==> src/rtl/edge_pulse_tx.sv <==
// edge_pulse_tx: turns single-cycle trigger requests into well-spaced level
// pulses on sig. Each pulse is high for HIGH_CYC cycles and is followed by at
// least LOW_CYC low cycles, so a 4-flop synchronizing edge detector captures
// every pulse exactly once. Triggers that arrive while a pulse is in flight
// are counted in pend_cnt. A trigger is dropped only when that counter is
// already saturated; a dropped trigger sets the sticky ovf flag.
// Optional macro EDGE_PULSE_TX_INV_EN inverts sig. sig then idles and resets
// at 1, and each pulse drives 0 instead of 1.
module edge_pulse_tx #(
  parameter int unsigned HIGH_CYC = 4,
  parameter int unsigned LOW_CYC  = 4,
  parameter int unsigned PEND_W   = 3
) (
  input  logic              clk,
  input  logic              rst_n,
  input  logic              trig,
  input  logic              ovf_clr,
  output logic              sig,
  output logic              busy,
  output logic              done,
  output logic [PEND_W-1:0] pend_cnt,
  output logic              ovf
);

`ifdef EDGE_PULSE_TX_INV_EN
  localparam logic SIG_IDLE = 1'b1;
`else
  localparam logic SIG_IDLE = 1'b0;
`endif
  localparam logic SIG_ACT = ~SIG_IDLE;

  localparam logic [7:0]        HIGH_LAST = 8'(HIGH_CYC - 1);
  localparam logic [7:0]        LOW_LAST  = 8'(LOW_CYC - 1);
  localparam logic [PEND_W-1:0] PEND_MAX  = {PEND_W{1'b1}};
  localparam logic [PEND_W-1:0] PEND_ONE  = PEND_W'(1);
  localparam logic [PEND_W-1:0] PEND_ZERO = '0;

  // Parameters outside the legal range would wrap the 8-bit phase counter
  if (HIGH_CYC < 2 || HIGH_CYC > 255) begin : g_bad_high
    $error("edge_pulse_tx: HIGH_CYC must be within 2..255");
  end
  if (LOW_CYC < 2 || LOW_CYC > 255) begin : g_bad_low
    $error("edge_pulse_tx: LOW_CYC must be within 2..255");
  end
  if (PEND_W < 1) begin : g_bad_pend
    $error("edge_pulse_tx: PEND_W must be at least 1");
  end

  typedef enum logic [1:0] {
    ST_IDLE = 2'd0,
    ST_HIGH = 2'd1,
    ST_LOW  = 2'd2
  } state_e;

  state_e              state_q, state_d;
  logic [7:0]          cnt_q, cnt_d;
  logic [PEND_W-1:0]   pend_q, pend_d;
  logic                ovf_q, ovf_d;
  logic                sig_q, sig_d;
  logic                busy_q, busy_d;
  logic                done_q, done_d;
  logic                low_exit_s;
  logic                drop_s;

  // Next state and phase counter: the counter restarts at 0 on every phase entry
  always_comb begin
    state_d    = state_q;
    cnt_d      = cnt_q;
    low_exit_s = 1'b0;
    case (state_q)
      ST_IDLE: begin
        cnt_d = 8'd0;
        if (trig) begin
          state_d = ST_HIGH;
        end else begin
          state_d = ST_IDLE;
        end
      end
      ST_HIGH: begin
        if (cnt_q == HIGH_LAST) begin
          state_d = ST_LOW;
          cnt_d   = 8'd0;
        end else begin
          cnt_d = cnt_q + 8'd1;
        end
      end
      ST_LOW: begin
        if (cnt_q == LOW_LAST) begin
          low_exit_s = 1'b1;
          cnt_d      = 8'd0;
          // A trigger arriving on the exit cycle behaves as queued-then-consumed
          if (trig || (pend_q != PEND_ZERO)) begin
            state_d = ST_HIGH;
          end else begin
            state_d = ST_IDLE;
          end
        end else begin
          cnt_d = cnt_q + 8'd1;
        end
      end
      default: begin
        state_d = ST_IDLE;
        cnt_d   = 8'd0;
      end
    endcase
  end

  // Pending counter and sticky overflow; a simultaneous set beats ovf_clr
  always_comb begin
    pend_d = pend_q;
    drop_s = 1'b0;
    if (low_exit_s) begin
      if (trig) begin
        // Increment and decrement cancel, or a fresh trigger is consumed at once
        pend_d = pend_q;
      end else if (pend_q != PEND_ZERO) begin
        pend_d = pend_q - PEND_ONE;
      end else begin
        pend_d = pend_q;
      end
    end else if (trig && (state_q != ST_IDLE)) begin
      if (pend_q == PEND_MAX) begin
        drop_s = 1'b1;
      end else begin
        pend_d = pend_q + PEND_ONE;
      end
    end else begin
      pend_d = pend_q;
    end

    if (drop_s) begin
      ovf_d = 1'b1;
    end else if (ovf_clr) begin
      ovf_d = 1'b0;
    end else begin
      ovf_d = ovf_q;
    end
  end

  // Registered outputs are derived from the next state so they line up with it
  always_comb begin
    sig_d  = (state_d == ST_HIGH) ? SIG_ACT : SIG_IDLE;
    busy_d = (state_d != ST_IDLE);
    done_d = (state_d == ST_LOW) && (cnt_d == LOW_LAST);
  end

  // State and output registers; reset drops sig at once and discards the queue
  always_ff @(posedge clk or negedge rst_n) begin
    if (!rst_n) begin
      state_q <= ST_IDLE;
      cnt_q   <= 8'd0;
      pend_q  <= PEND_ZERO;
      ovf_q   <= 1'b0;
      sig_q   <= SIG_IDLE;
      busy_q  <= 1'b0;
      done_q  <= 1'b0;
    end else begin
      state_q <= state_d;
      cnt_q   <= cnt_d;
      pend_q  <= pend_d;
      ovf_q   <= ovf_d;
      sig_q   <= sig_d;
      busy_q  <= busy_d;
      done_q  <= done_d;
    end
  end

  assign sig      = sig_q;
  assign busy     = busy_q;
  assign done     = done_q;
  assign pend_cnt = pend_q;
  assign ovf      = ovf_q;

endmodule
==> config.mk <==
export PLATFORM = sky130hd
export DESIGN_NAME = edge_pulse_tx
export DESIGN_NICKNAME = d
export VERILOG_FILES = /design/src/rtl/edge_pulse_tx.sv
export SDC_FILE = /design/constraint.sdc
export NUM_CORES = 1
export LEC_CHECK = 0
export CAP_MARGIN = 5
export CORE_AREA = 4 4 52 54
export CTS_BUF_LIST = sky130_fd_sc_hd__clkbuf_16
export CTS_CLUSTER_SIZE = 10
export DETAILED_ROUTE_END_ITERATION = 8
export DIE_AREA = 0 0 56 58
export PLACE_DENSITY = 0.72
export REMOVE_ABC_BUFFERS = 1
export SLEW_MARGIN = 20
export SYNTH_ARGS = -nofsm -noshare
export SYNTH_HDL_FRONTEND = slang
export SYNTH_SLANG_ARGS = --single-unit
==> constraint.sdc <==
create_clock -name clk -period 4.6 [get_ports clk]
set_input_delay 0.92 -clock clk [delete_from_list [all_inputs] [get_ports clk]]
set_output_delay 0.92 -clock clk [all_outputs]
set_load 0.02 [all_outputs]
==> qor.yml <==
setup_path:
  critical_path_class: "reg2out"
  crit_fanout: 8
  crit_required_ps: 3680
  end_kind: "output pin"
  slowest_stage: "clkdlybuf4s50_1"
  path_buf_inv: 1
  crit_family: "buffers and inverters"
  cp.arrival_ps: 1360
  start_kind: "register"
  max_stage_delay_ps: 650
  path_cells: "clkdlybuf4s50_1"
place:
  port_buffers: 10
  dp_hpwl_um: 1320
  placed_area_sq_um: 1080
  routabilityCongestion: 0.775
power_and_ir_drop:
  leakage_nw: 0.513
  seq_power_share: 0.346
  clkPwrFrac: 0.263
  switching_power_w: 0.000243
  p_int_w: 0.000421
  irDropWorstVdd_mv: 0.347
  p_per_area_nw_per_um2: 574
  comb_power_share: 0.391
  swShare: 0.366
synthesis:
  synth_edf_count: 0
  synth.distinct_cells: 35
  synth_most_common_cell: "dfrtp_1"
  ys_seq_elements: 17
  ys_warn_count: 0
  syn_inst: 95
  synthFlopType: "dfrtp_1"
  yosysTopAreaCellShare: 0.449
  synthTopCellsByCount: "dfrtp_1, nor2_1, nand2_1, inv_1"
  synthTopCellsByArea: "dfrtp_1, ha_1, nor2_1"
  yosysTopAreaCell: "dfrtp_1"
  ys_seq_area_frac: 0.449
  syn_area_sq_um: 947
  synth_async_sr_flop_share: 1.00
  syn_area_per_cell_sq_um: 9.97
global_route:
  grt_max_degree: 18
  overflow: 0
  grt_pass1_vias: 702
  grt.total_usage: 0.123
  antenna_found_initial: 0
  grt_first_pass_wirelength_um: 3130
floorplan:
  ios: 11
  die_h_um: 58
  core_sq_um: 2210
  rows: 17
  dieArea_sq_um: 3250
  start_util: 0.428
  dieWidth_um: 56
clocking:
  numClockSinks: 17
  clkSlewWorstSetupHoldPaths_ps: 50
  clock_path_buffers: 2
  cts-buffers-inserted: 3
  cts_max_level: 1
  clockRootBuffer: "clkbuf_16"
  post_cts_buffers: 0
  clock_latency_ps: 250
  ctsResizeCount: 0
  hold_buffers: 0
  tritoncts: "yes"
layout:
  nNetsFinal: 119
  areaGrowthSynthToFinish_pct: 22.2
  regArea_sq_um: 425
  postLayoutCoreUtil: 0.523
  finalInstanceArea_sq_um: 1160
  multi_input_area_sq_um: 490
  diodes: 0
  drive_gt1_frac: 0.0833
  fillCellCount: 196
route:
  drt_wl_total_um: 1780
  vias: 719
  firstDrtPassIters: 4
  via_per_inst: 5.29
  first_iter_violations: 10
  antenna_left: 0
  wl_per_cell_um: 13.1
  drcViolationCount: 0
timing:
  max_freq_mhz: 439
  rsz0062_at_grt: "false"
  skew_ps: 0.509
  setup_viol: 0
  relSlewSlack: 0.484
  min_period_ps: 2280
  fin_crit_sh: 0.495
  hold_viol_final: 0
  tns_ps: 0
  worst_pin_slew_ps: 772
  maxSlewViolCount: 0
job:
  drv_cap: 0
outcome:
  status: "completed"
hold_path:
  hold_path_class: "reg2reg"
==> layer usage <==
metal	up-vias	share of wire	wire, um	track usage
li1	359	-	-	-
met2	13	0.45	806	0.205
met5	-	0	0	0
met3	0	0.042	74	0.0512
met1	347	0.51	903	0.153
met4	0	0	0	0.0203
==> flip-flops by register name, indices dropped and copies added, names as in the netlist <==
register  cells
busy          1
cnt_q         8
done          1
ovf           1
pend_cnt      3
sig           1
state_q       2
==> cells in the final DEF (no fill, tap or decap), types with 2 or more instances in the layout <==
| master | n |
|---|---|
| a41o_1 | 2 |
| ha_1 | 5 |
| nand3_1 | 4 |
| nor2_1 | 14 |
| a21oi_1 | 5 |
| clkbuf_16 | 3 |
| o21ai_0 | 2 |
| inv_1 | 7 |
| nand2b_1 | 2 |
| xor2_1 | 2 |
| clkdlybuf4s50_1 | 10 |
| nand2_1 | 8 |
| xnor2_1 | 3 |
| nand4_1 | 2 |
| dfrtp_1 | 17 |
==> power groups by stage <==
stage / sequential [W] / combinational, W / clock [W]
after CTS: 0.000230 / 0.000262 / 0.000178
after detailed placement: 0.000232 / 0.000261 / 0
after global routing: 0.000236 / 0.000293 / 0.000185
final: 0.000230 / 0.000260 / 0.000175
after global placement: 0.000231 / 0.000253 / 0
after floorplan: 0.000255 / 0.000142 / 0
==> cells by family (layout without fill, tap and decap cells) <==
kind of cell / Yosys count / count (layout) / synth area share
simple gates: 42 / 42 / 0.255
flops: 17 / 17 / 0.449
compound gates: 16 / 16 / 0.119
buf+inv: 8 / 21 / 0.0330
fa+ha+maj: 6 / 6 / 0.0872
xor+xnor: 5 / 5 / 0.0462
mux: 1 / 1 / 0.0106
==> area by class of cell <==
class	count	area share
sequential	17	0.368
multi-input combinational	70	0.424
inverter	7	0.0227
tap	28	0.0303
timing repair buffer	10	0.0865
clock inverter	1	0.00432
clock buffer	3	0.0649
==> through the flow <==
step | hold slack [ps] | cells | total power, W | worst slack [ps]
after floorplan | 456 | 94 | 0.000397 | 2620
after global placement | 468 | 132 | 0.000484 | 2140
after detailed placement | 492 | 132 | 0.000493 | 2120
after CTS | 499 | 136 | 0.000670 | 2320
after global routing | 517 | 136 | 0.000714 | 2270
final | 492 | 136 | 0.000664 | 2320
==> worst paths after layout <==
check | slack [ps] | cells past startpoint | startpoint | endpoint
min | 490 | 1 | cnt_q[0]$_DFF_PN0_ | cnt_q[0]$_DFF_PN0_
min in group asynchronous | 1130 | 1 | rst_n | state_q[0]$_DFF_PN0_
max | 2320 | 1 | pend_cnt[2]$_DFFE_PN0P_ | pend_cnt[2]
max in group asynchronous | 2990 | 1 | rst_n | done$_DFF_PN0_
min reg2reg | 490 | 1 | cnt_q[0]$_DFF_PN0_ | cnt_q[0]$_DFF_PN0_
max reg2reg | 2610 | 7 | cnt_q[6]$_DFF_PN0_ | pend_cnt[2]$_DFFE_PN0P_
Note: power is estimated with default switching activity, not from simulation.
